[src/rtl/diabetes_mlp_seq_if.sv]
// Keypad, weight-load and display bundle between the front panel and the MLP classifier.
interface diabetes_mlp_seq_if #(parameter int N_DIG = 4);
  logic               CLEAR;
  logic               NEXT;
  logic               DIGIT_VALID;
  logic [3:0]         DIGIT;
  logic               W_WE;
  logic [7:0]         W_ADDR;
  logic [15:0]        W_DATA;
  logic [3:0]         DISP_IDX;
  logic [4*N_DIG-1:0] DISP_BCD;
  logic               BUSY;
  logic               DONE;
  logic [1:0]         RESULT;

  modport master (output CLEAR, NEXT, DIGIT_VALID, DIGIT, W_WE, W_ADDR, W_DATA,
                  input  DISP_IDX, DISP_BCD, BUSY, DONE, RESULT);
  modport slave  (input  CLEAR, NEXT, DIGIT_VALID, DIGIT, W_WE, W_ADDR, W_DATA,
                  output DISP_IDX, DISP_BCD, BUSY, DONE, RESULT);
endinterface

[src/rtl/diabetes_mlp_seq.sv]
// Sequential MLP classifier: BCD feature entry, one shared MAC for the hidden and output
// layers, then a 4-way threshold classification shown on the display.
module diabetes_mlp_seq #(
  parameter int          N_FEAT = 6,
  parameter int          N_HID  = 7,
  parameter int          N_DIG  = 4,
  parameter int          FRAC   = 8,
  parameter logic [15:0] WINIT  = 16'h0011,
  parameter logic [31:0] T0     = 32'h6666,
  parameter logic [31:0] T1     = 32'h8000,
  parameter logic [31:0] T2     = 32'h9999
) (
  input logic               ADC_CLK_10,
  input logic               RESET_N,
  diabetes_mlp_seq_if.slave bus
);
  localparam int NW    = N_HID*(N_FEAT+1) + N_HID + 1;
  localparam int VBASE = N_HID*(N_FEAT+1);
  localparam int AW    = $clog2(NW);
  localparam int IW    = $clog2(N_FEAT+1);
  localparam int FI    = (N_FEAT > 1) ? $clog2(N_FEAT) : 1;
  localparam int HI    = (N_HID > 1) ? $clog2(N_HID) : 1;
  localparam int AB    = FRAC + 1;
  localparam logic signed [39:0] ONE = 40'sd1 <<< FRAC;

  typedef enum logic [2:0] {S_ENTRY, S_HB, S_HM, S_HA, S_OB, S_OM, S_CLS, S_SHOW} state_e;
  typedef logic [N_DIG-1:0][3:0] bcd_t;

  state_e                   state_q, state_d;
  logic [IW-1:0]            idx_q, idx_d;
  bcd_t [N_FEAT-1:0]        dig_q, dig_d;
  logic [HI-1:0]            h_q, h_d;
  logic [FI-1:0]            f_q, f_d;
  logic signed [39:0]       acc_q, acc_d;
  logic [N_HID-1:0][AB-1:0] a_q, a_d;
  logic [1:0]               res_q, res_d;
  logic                     done_q, done_d;
  logic [NW-1:0][15:0]      w_q;

  logic [AW-1:0]      waddr;
  logic [15:0]        wsel;
  logic [31:0]        xval;
  logic signed [39:0] wext;
  logic signed [47:0] xop, aop, wop, xprod, vprod;
  logic [AB-1:0]      relu;
  logic               we_ok;

  function automatic logic [31:0] bcd2bin(input bcd_t d);
    logic [31:0] v;
    v = '0;
    for (int i = N_DIG-1; i >= 0; i--) v = v*32'd10 + 32'(d[i]);
    return v;
  endfunction

  function automatic logic signed [39:0] sx32(input logic [31:0] t);
    return {{8{t[31]}}, t};
  endfunction

  // One weight port serves every compute state; the address follows the state.
  always_comb begin
    case (state_q)
      S_HB:    waddr = AW'(int'(h_q)*(N_FEAT+1) + N_FEAT);
      S_OB:    waddr = AW'(NW-1);
      S_OM:    waddr = AW'(VBASE + int'(h_q));
      default: waddr = AW'(int'(h_q)*(N_FEAT+1) + int'(f_q));
    endcase
  end

  assign wsel  = w_q[waddr];
  assign wext  = {{24{wsel[15]}}, wsel};
  assign xval  = bcd2bin(dig_q[f_q]);
  assign xop   = {16'b0, xval};
  assign aop   = {{(48-AB){1'b0}}, a_q[h_q]};
  assign wop   = {{32{wsel[15]}}, wsel};
  assign xprod = xop * wop;
  assign vprod = aop * wop;

  always_comb begin
    if (acc_q[39])        relu = '0;
    else if (acc_q > ONE) relu = AB'(ONE);
    else                  relu = acc_q[AB-1:0];
  end

  assign we_ok = bus.W_WE && (state_q == S_ENTRY || state_q == S_SHOW)
                 && ({24'b0, bus.W_ADDR} < 32'(NW));

  always_comb begin
    state_d = state_q;
    idx_d   = idx_q;
    dig_d   = dig_q;
    h_d     = h_q;
    f_d     = f_q;
    acc_d   = acc_q;
    a_d     = a_q;
    res_d   = res_q;
    done_d  = 1'b0;
    // NEXT while a result is shown behaves exactly like CLEAR.
    if (bus.CLEAR || (state_q == S_SHOW && bus.NEXT)) begin
      state_d = S_ENTRY;
      idx_d   = '0;
      dig_d   = '0;
    end else begin
      case (state_q)
        S_ENTRY: begin
          if (bus.NEXT) begin
            if (idx_q == IW'(N_FEAT-1)) begin
              state_d = S_HB;
              idx_d   = IW'(N_FEAT);
              h_d     = '0;
              f_d     = '0;
            end else begin
              idx_d = idx_q + 1'b1;
            end
          end else if (bus.DIGIT_VALID && bus.DIGIT <= 4'd9) begin
            dig_d[idx_q[FI-1:0]] = {dig_q[idx_q[FI-1:0]][N_DIG-2:0], bus.DIGIT};
          end
        end
        S_HB: begin
          acc_d   = wext;
          f_d     = '0;
          state_d = S_HM;
        end
        S_HM: begin
          acc_d = acc_q + xprod[39:0];
          if (f_q == FI'(N_FEAT-1)) begin
            f_d     = '0;
            state_d = S_HA;
          end else begin
            f_d = f_q + 1'b1;
          end
        end
        S_HA: begin
          a_d[h_q] = relu;
          if (h_q == HI'(N_HID-1)) begin
            state_d = S_OB;
          end else begin
            h_d     = h_q + 1'b1;
            state_d = S_HB;
          end
        end
        S_OB: begin
          acc_d   = wext <<< FRAC;
          h_d     = '0;
          state_d = S_OM;
        end
        S_OM: begin
          acc_d = acc_q + vprod[39:0];
          if (h_q == HI'(N_HID-1)) state_d = S_CLS;
          else                     h_d = h_q + 1'b1;
        end
        S_CLS: begin
          if (acc_q > sx32(T2))      res_d = 2'd3;
          else if (acc_q > sx32(T1)) res_d = 2'd2;
          else if (acc_q > sx32(T0)) res_d = 2'd1;
          else                       res_d = 2'd0;
          done_d  = 1'b1;
          state_d = S_SHOW;
        end
        default: ;
      endcase
    end
  end

  always_ff @(posedge ADC_CLK_10) begin
    if (!RESET_N) begin
      state_q <= S_ENTRY;
      idx_q   <= '0;
      dig_q   <= '0;
      h_q     <= '0;
      f_q     <= '0;
      acc_q   <= '0;
      a_q     <= '0;
      res_q   <= '0;
      done_q  <= 1'b0;
      w_q     <= {NW{WINIT}};
    end else begin
      state_q <= state_d;
      idx_q   <= idx_d;
      dig_q   <= dig_d;
      h_q     <= h_d;
      f_q     <= f_d;
      acc_q   <= acc_d;
      a_q     <= a_d;
      res_q   <= res_d;
      done_q  <= done_d;
      if (we_ok) w_q[bus.W_ADDR[AW-1:0]] <= bus.W_DATA;
    end
  end

  assign bus.DISP_IDX = 4'(idx_q);
  assign bus.BUSY     = (state_q != S_ENTRY) && (state_q != S_SHOW);
  assign bus.DONE     = done_q;
  assign bus.RESULT   = res_q;

  always_comb begin
    bus.DISP_BCD = '0;
    if (state_q == S_ENTRY && int'(idx_q) < N_FEAT) bus.DISP_BCD = dig_q[idx_q[FI-1:0]];
    else if (state_q == S_SHOW)                     bus.DISP_BCD = {{(4*N_DIG-2){1'b0}}, res_q};
  end
endmodule

[src/flat_wrapper.sv]
// flat-port wrapper written by rule: the top's interface ports become plain ports
module diabetes_mlp_seq_flat 
#(
  parameter int          N_FEAT = 6,
  parameter int          N_HID  = 7,
  parameter int          N_DIG  = 4,
  parameter int          FRAC   = 8,
  parameter logic [15:0] WINIT  = 16'h0011,
  parameter logic [31:0] T0     = 32'h6666,
  parameter logic [31:0] T1     = 32'h8000,
  parameter logic [31:0] T2     = 32'h9999
)
  (ADC_CLK_10, RESET_N, bus_CLEAR, bus_NEXT, bus_DIGIT_VALID, bus_DIGIT, bus_W_WE, bus_W_ADDR, bus_W_DATA, bus_DISP_IDX, bus_DISP_BCD, bus_BUSY, bus_DONE, bus_RESULT);
  diabetes_mlp_seq_if #(.N_DIG(N_DIG)) bus_i ();
  input logic ADC_CLK_10;
  input logic RESET_N;
  input wire logic [$bits(bus_i.CLEAR)-1:0] bus_CLEAR;
  input wire logic [$bits(bus_i.NEXT)-1:0] bus_NEXT;
  input wire logic [$bits(bus_i.DIGIT_VALID)-1:0] bus_DIGIT_VALID;
  input wire logic [$bits(bus_i.DIGIT)-1:0] bus_DIGIT;
  input wire logic [$bits(bus_i.W_WE)-1:0] bus_W_WE;
  input wire logic [$bits(bus_i.W_ADDR)-1:0] bus_W_ADDR;
  input wire logic [$bits(bus_i.W_DATA)-1:0] bus_W_DATA;
  output wire logic [$bits(bus_i.DISP_IDX)-1:0] bus_DISP_IDX;
  output wire logic [$bits(bus_i.DISP_BCD)-1:0] bus_DISP_BCD;
  output wire logic [$bits(bus_i.BUSY)-1:0] bus_BUSY;
  output wire logic [$bits(bus_i.DONE)-1:0] bus_DONE;
  output wire logic [$bits(bus_i.RESULT)-1:0] bus_RESULT;
  assign bus_i.CLEAR = bus_CLEAR;
  assign bus_i.NEXT = bus_NEXT;
  assign bus_i.DIGIT_VALID = bus_DIGIT_VALID;
  assign bus_i.DIGIT = bus_DIGIT;
  assign bus_i.W_WE = bus_W_WE;
  assign bus_i.W_ADDR = bus_W_ADDR;
  assign bus_i.W_DATA = bus_W_DATA;
  assign bus_DISP_IDX = bus_i.DISP_IDX;
  assign bus_DISP_BCD = bus_i.DISP_BCD;
  assign bus_BUSY = bus_i.BUSY;
  assign bus_DONE = bus_i.DONE;
  assign bus_RESULT = bus_i.RESULT;
  diabetes_mlp_seq #(.N_FEAT(N_FEAT), .N_HID(N_HID), .N_DIG(N_DIG), .FRAC(FRAC), .WINIT(WINIT), .T0(T0), .T1(T1), .T2(T2)) u_core (.ADC_CLK_10(ADC_CLK_10), .RESET_N(RESET_N), .bus(bus_i));
endmodule
[config.mk]
export PLATFORM = sky130hd
export DESIGN_NAME = diabetes_mlp_seq_flat
export DESIGN_NICKNAME = d
export VERILOG_FILES = /design/src/rtl/diabetes_mlp_seq_if.sv /design/src/rtl/diabetes_mlp_seq.sv /design/src/flat_wrapper.sv
export SDC_FILE = /design/constraint.sdc
export NUM_CORES = 2
export LEC_CHECK = 0
export ABC_AREA = 1
export BUFFER_PORTS_ARGS = -buffer_cell sky130_fd_sc_hd__buf_4
export CAP_MARGIN = 20
export CORE_AREA = 4 4 416 418
export DETAILED_ROUTE_END_ITERATION = 7
export DIE_AREA = 0 0 420 422
export GPL_ROUTABILITY_DRIVEN = 0
export PLACE_DENSITY = 0.56
export SLEW_MARGIN = 20
export SYNTH_ARGS = -nofsm -noshare
export SYNTH_HDL_FRONTEND = slang
export SYNTH_SLANG_ARGS = --single-unit
[constraint.sdc]
create_clock -name ADC_CLK_10 -period 36.6 [get_ports ADC_CLK_10]
set_clock_uncertainty 0.15 [all_clocks]
set_input_delay 10.98 -clock ADC_CLK_10 [delete_from_list [all_inputs] [get_ports ADC_CLK_10]]
set_output_delay 10.98 -clock ADC_CLK_10 [all_outputs]
set_load 0.01 [all_outputs]
==> results.toml <==
[global_routing]
grt_pass1_wl_um = 361000
gr-total-overflow = 0
grt_use_total_pct = 25.7
grt_pass1_vias = 60224
antenna_found_initial = 1
grt_max_degree = 271

[cells_and_area]
drive_above_1_share_pct = 6.45
nNetsFinal = 9413
area_delta_synth_final_pct = 8.38
stdcell_count = 11001
final_area_mm2 = 0.0750
fillers = 16939

[floorplan]
fp.coreArea_mm2 = 0.169
chipHeight_um = 422
io-pin-count = 58
die_w_um = 420
rows = 151
die-area_mm2 = 0.177
start_util_pct = 40.9

[sta]
relSlewSlack_pct = 13.2
finalSetupTns_ps = 0
drv_slew = 0
rsz0062_at_grt = "no"
fin_crit_ps = 14610
final_hold_viol_count = 0
finalCritPeriodShare_pct = 39.9
worst_slew_pin_slew_ps = 1300
setup_slack_ps = 21990
setup_viol = 0
fmax_mhz = 68.5

[clocking]
cts_buffers = 131
cts_tree = "done"
ctsResizeCount = 0
h-tree-depth = 4
root_buffer = "clkbuf_16"
clkTransAtPathRegs_ps = 60
hold_buffers = 0
postCtsSetupBuffers = 0
clock_latency_ps = 790
cts.sinks = 1126
clk_path_buf_depth = 3

[critical_path]
worstSetupPathType = "reg2out"
ff2ff_path_depth = 52
worstReg2RegEnd = "u_core.acc_q[34]"
arrival_ps = 3480
crit_path_max_fanout = 10
r2r-start = "u_core.h_q[0]"
ff2ff_setup_slack_ps = 22240
worstPathRequired_ps = 25470
cp-end-kind = "output pin"
start_kind = "flop"

[placed_design]
placed_cells = 10767
numPortBuffers = 56
place_worst_setup_slack_ps = 21860
detailed_place.area_mm2 = 0.0706
dp_hpwl_um = 150000

[synthesis]
yosysWarnings = 0
synth_top_area_share_pct = 32.6
synth_area_leader_cell = "dfxtp_1"
syn-instance-count = 9020
async_reset_ff_share_pct = 0
synth_ff_type = "dfxtp_1"
syn-cell-area_mm2 = 0.0692
seq_area_frac_synth_pct = 32.6
syn_avg_cell_area_um2 = 7.67
yosysUniqueCellTypes = 68
synth_enable_flop_cells = 0
yosys_register_bits = 1126
synth_area_leaders = "dfxtp_1 (33%), fa_1 (12%), o21ai_0 (11%)"

[detailed_routing]
wl_um = 233000
antenna_left = 0
vias_per_cell = 5.75
drt_iter0_drc = 6303
drt-pass1-iter-count = 6
post-route-drc-count = 0
wl_per_cell_um = 21.1
vias = 63215

[flow_run]
max_cap_viol_count = 0

[hold_path]
holdCritPathClass = "reg2reg"
holdPathStages = 2
min_to = "u_core.w_q[897]"
holdCritStartpoint = "u_core.w_q[897]"

[power_and_ir_drop]
seq_power_share_pct = 45.4
clkPwrFrac_pct = 48.3
comb_power_share_pct = 6.3
leakagePower_nw = 31.7
vdd_ir_drop_max_mv = 0.0487
power_density_mw_per_mm2 = 36.2
swShare_pct = 25.3
power.switching_w = 0.000686
p_int_w = 0.00203

[run_status]
status = "finished clean"
-- flip-flops by register name, indices dropped and copies added (netlist names) --
| signal | cells |
|---|---|
| u_core.idx_q | 3 |
| u_core.dig_q | 96 |
| u_core.h_q | 3 |
| u_core.a_q | 63 |
| u_core.acc_q | 40 |
| u_core.bus.RESULT | 2 |
| u_core.bus.DONE | 1 |
| u_core.state_q | 3 |
| u_core.w_q | 912 |
| u_core.f_q | 3 |
-- layout make-up --
cell class | count | area [um^2] | area share (%)
Multi-Input combinational cell | 6321 | 40400 | 53.9
Clock buffer | 188 | 3830 | 5.10
Tap cell | 2218 | 2780 | 3.70
Antenna cell | 1 | 2.50 | 0.00334
Inverter | 925 | 3480 | 4.65
Clock inverter | 44 | 474 | 0.633
Timing Repair Buffer | 178 | 1450 | 1.93
Sequential cell | 1126 | 22500 | 30.1
-- how the worst max path moves through the flow --
| stage | slack [ps] | cells past startpoint | start | endpoint |
|---|---|---|---|---|
| after CTS | 22000 | 6 | u_core.idx_q[1] | bus_DISP_BCD[11] |
| after floorplan | 23260 | 6 | u_core.idx_q[0] | bus_DISP_BCD[7] |
| after detailed placement | 21860 | 8 | bus_W_ADDR[7] | u_core.w_q[492] |
| final | 21990 | 6 | u_core.idx_q[1] | bus_DISP_BCD[11] |
| after global routing | 21400 | 52 | u_core.h_q[0] | u_core.acc_q[34] |
| after global placement | 21880 | 8 | bus_W_ADDR[7] | u_core.w_q[489] |
-- cells by family after synthesis --
family	count (synthesis)	share of synthesized area (%)
other	2	0.0109
xor gates and xnor gates	79	1.02
buffers and inverters	1588	9.33
adders and majority gates	696	17.0
DFF	1126	32.6
and+or+nand+nor	2179	13.1
AOI/OAI and AO/OA	3350	26.9
-- per-layer routing --
metal  up-vias  share of wire (%)  track usage [%]
met5         -                  0                0
met4         0                2.7             7.12
met1     30640                 46             37.3
met2      2266                 44             39.1
li1      30009                  -                -
met3       300                7.7             4.53
-- power by group through the flow --
stage / Sequential (W) / Clock, W / Combinational, W
2_1_floorplan: 0.00126 / 0 / 0.000109
3_3_place_gp: 0.00126 / 0 / 0.000168
3_5_place_dp: 0.00126 / 0 / 0.000169
4_1_cts: 0.00123 / 0.00133 / 0.000170
5_1_grt: 0.00123 / 0.00138 / 0.000190
6_report: 0.00123 / 0.00131 / 0.000171
-- layout by cell type, fill, tap and decap left out, types with 16 or more instances in the layout --
cell,count
nand3b_1,18
o21ai_0,1492
nand2_2,16
xor2_1,42
clkinv_2,25
a21oi_1,1102
xnor2_1,33
nand2_1,698
o21ai_1,30
nor2_1,978
conb_1,17
buf_4,168
dfxtp_1,1126
o221ai_1,129
nor3_1,49
a22oi_1,18
clkbuf_1,27
clkbuf_16,134
nor2_4,24
o22ai_1,122
nor2_2,40
clkbuf_8,27
or2_2,18
a211oi_1,105
ha_1,291
a31oi_1,37
fa_1,405
inv_2,56
inv_1,856
nand3_1,295
o211ai_1,241
-- per-stage QoR --
step | utilization, % | power, W | hold WS, ps
finish | 44.3 | 0.00271 | 311
global placement | 41.7 | 0.00142 | 292
floorplan | - | 0.00137 | 280
detailed placement | 41.7 | 0.00143 | 302
global route | 44.3 | 0.00280 | 327
CTS | 44.3 | 0.00273 | 311
-- synth_stat cells (all sizes together) (6+ instances only) --
master,n
o21a,11
dfxtp,1126
inv,915
nand3b,18
o211ai,243
o21ai,1525
clkbuf,437
xnor2,36
ha,291
o221ai,129
o22ai,122
nor2,1042
a21o,6
a2111oi,7
xor2,43
nand4,15
a31oi,37
nand2,717
nor3,50
a21oi,1107
fa,405
clkinv,10
a211oi,105
buf,226
nor4,9
a221oi,8
a41oi,7
or2,22
nand3,300
a22oi,18
-- worst max-delay path, cell delays in order, from the launching register on --
cell      delay [ps]
dfxtp_1          470
nor2_1            90
nand2_1          420
clkinv_1         550
a211oi_1         910
nor2_1            80
buf_4            180
Note: power is estimated with default switching activity, not from simulation.
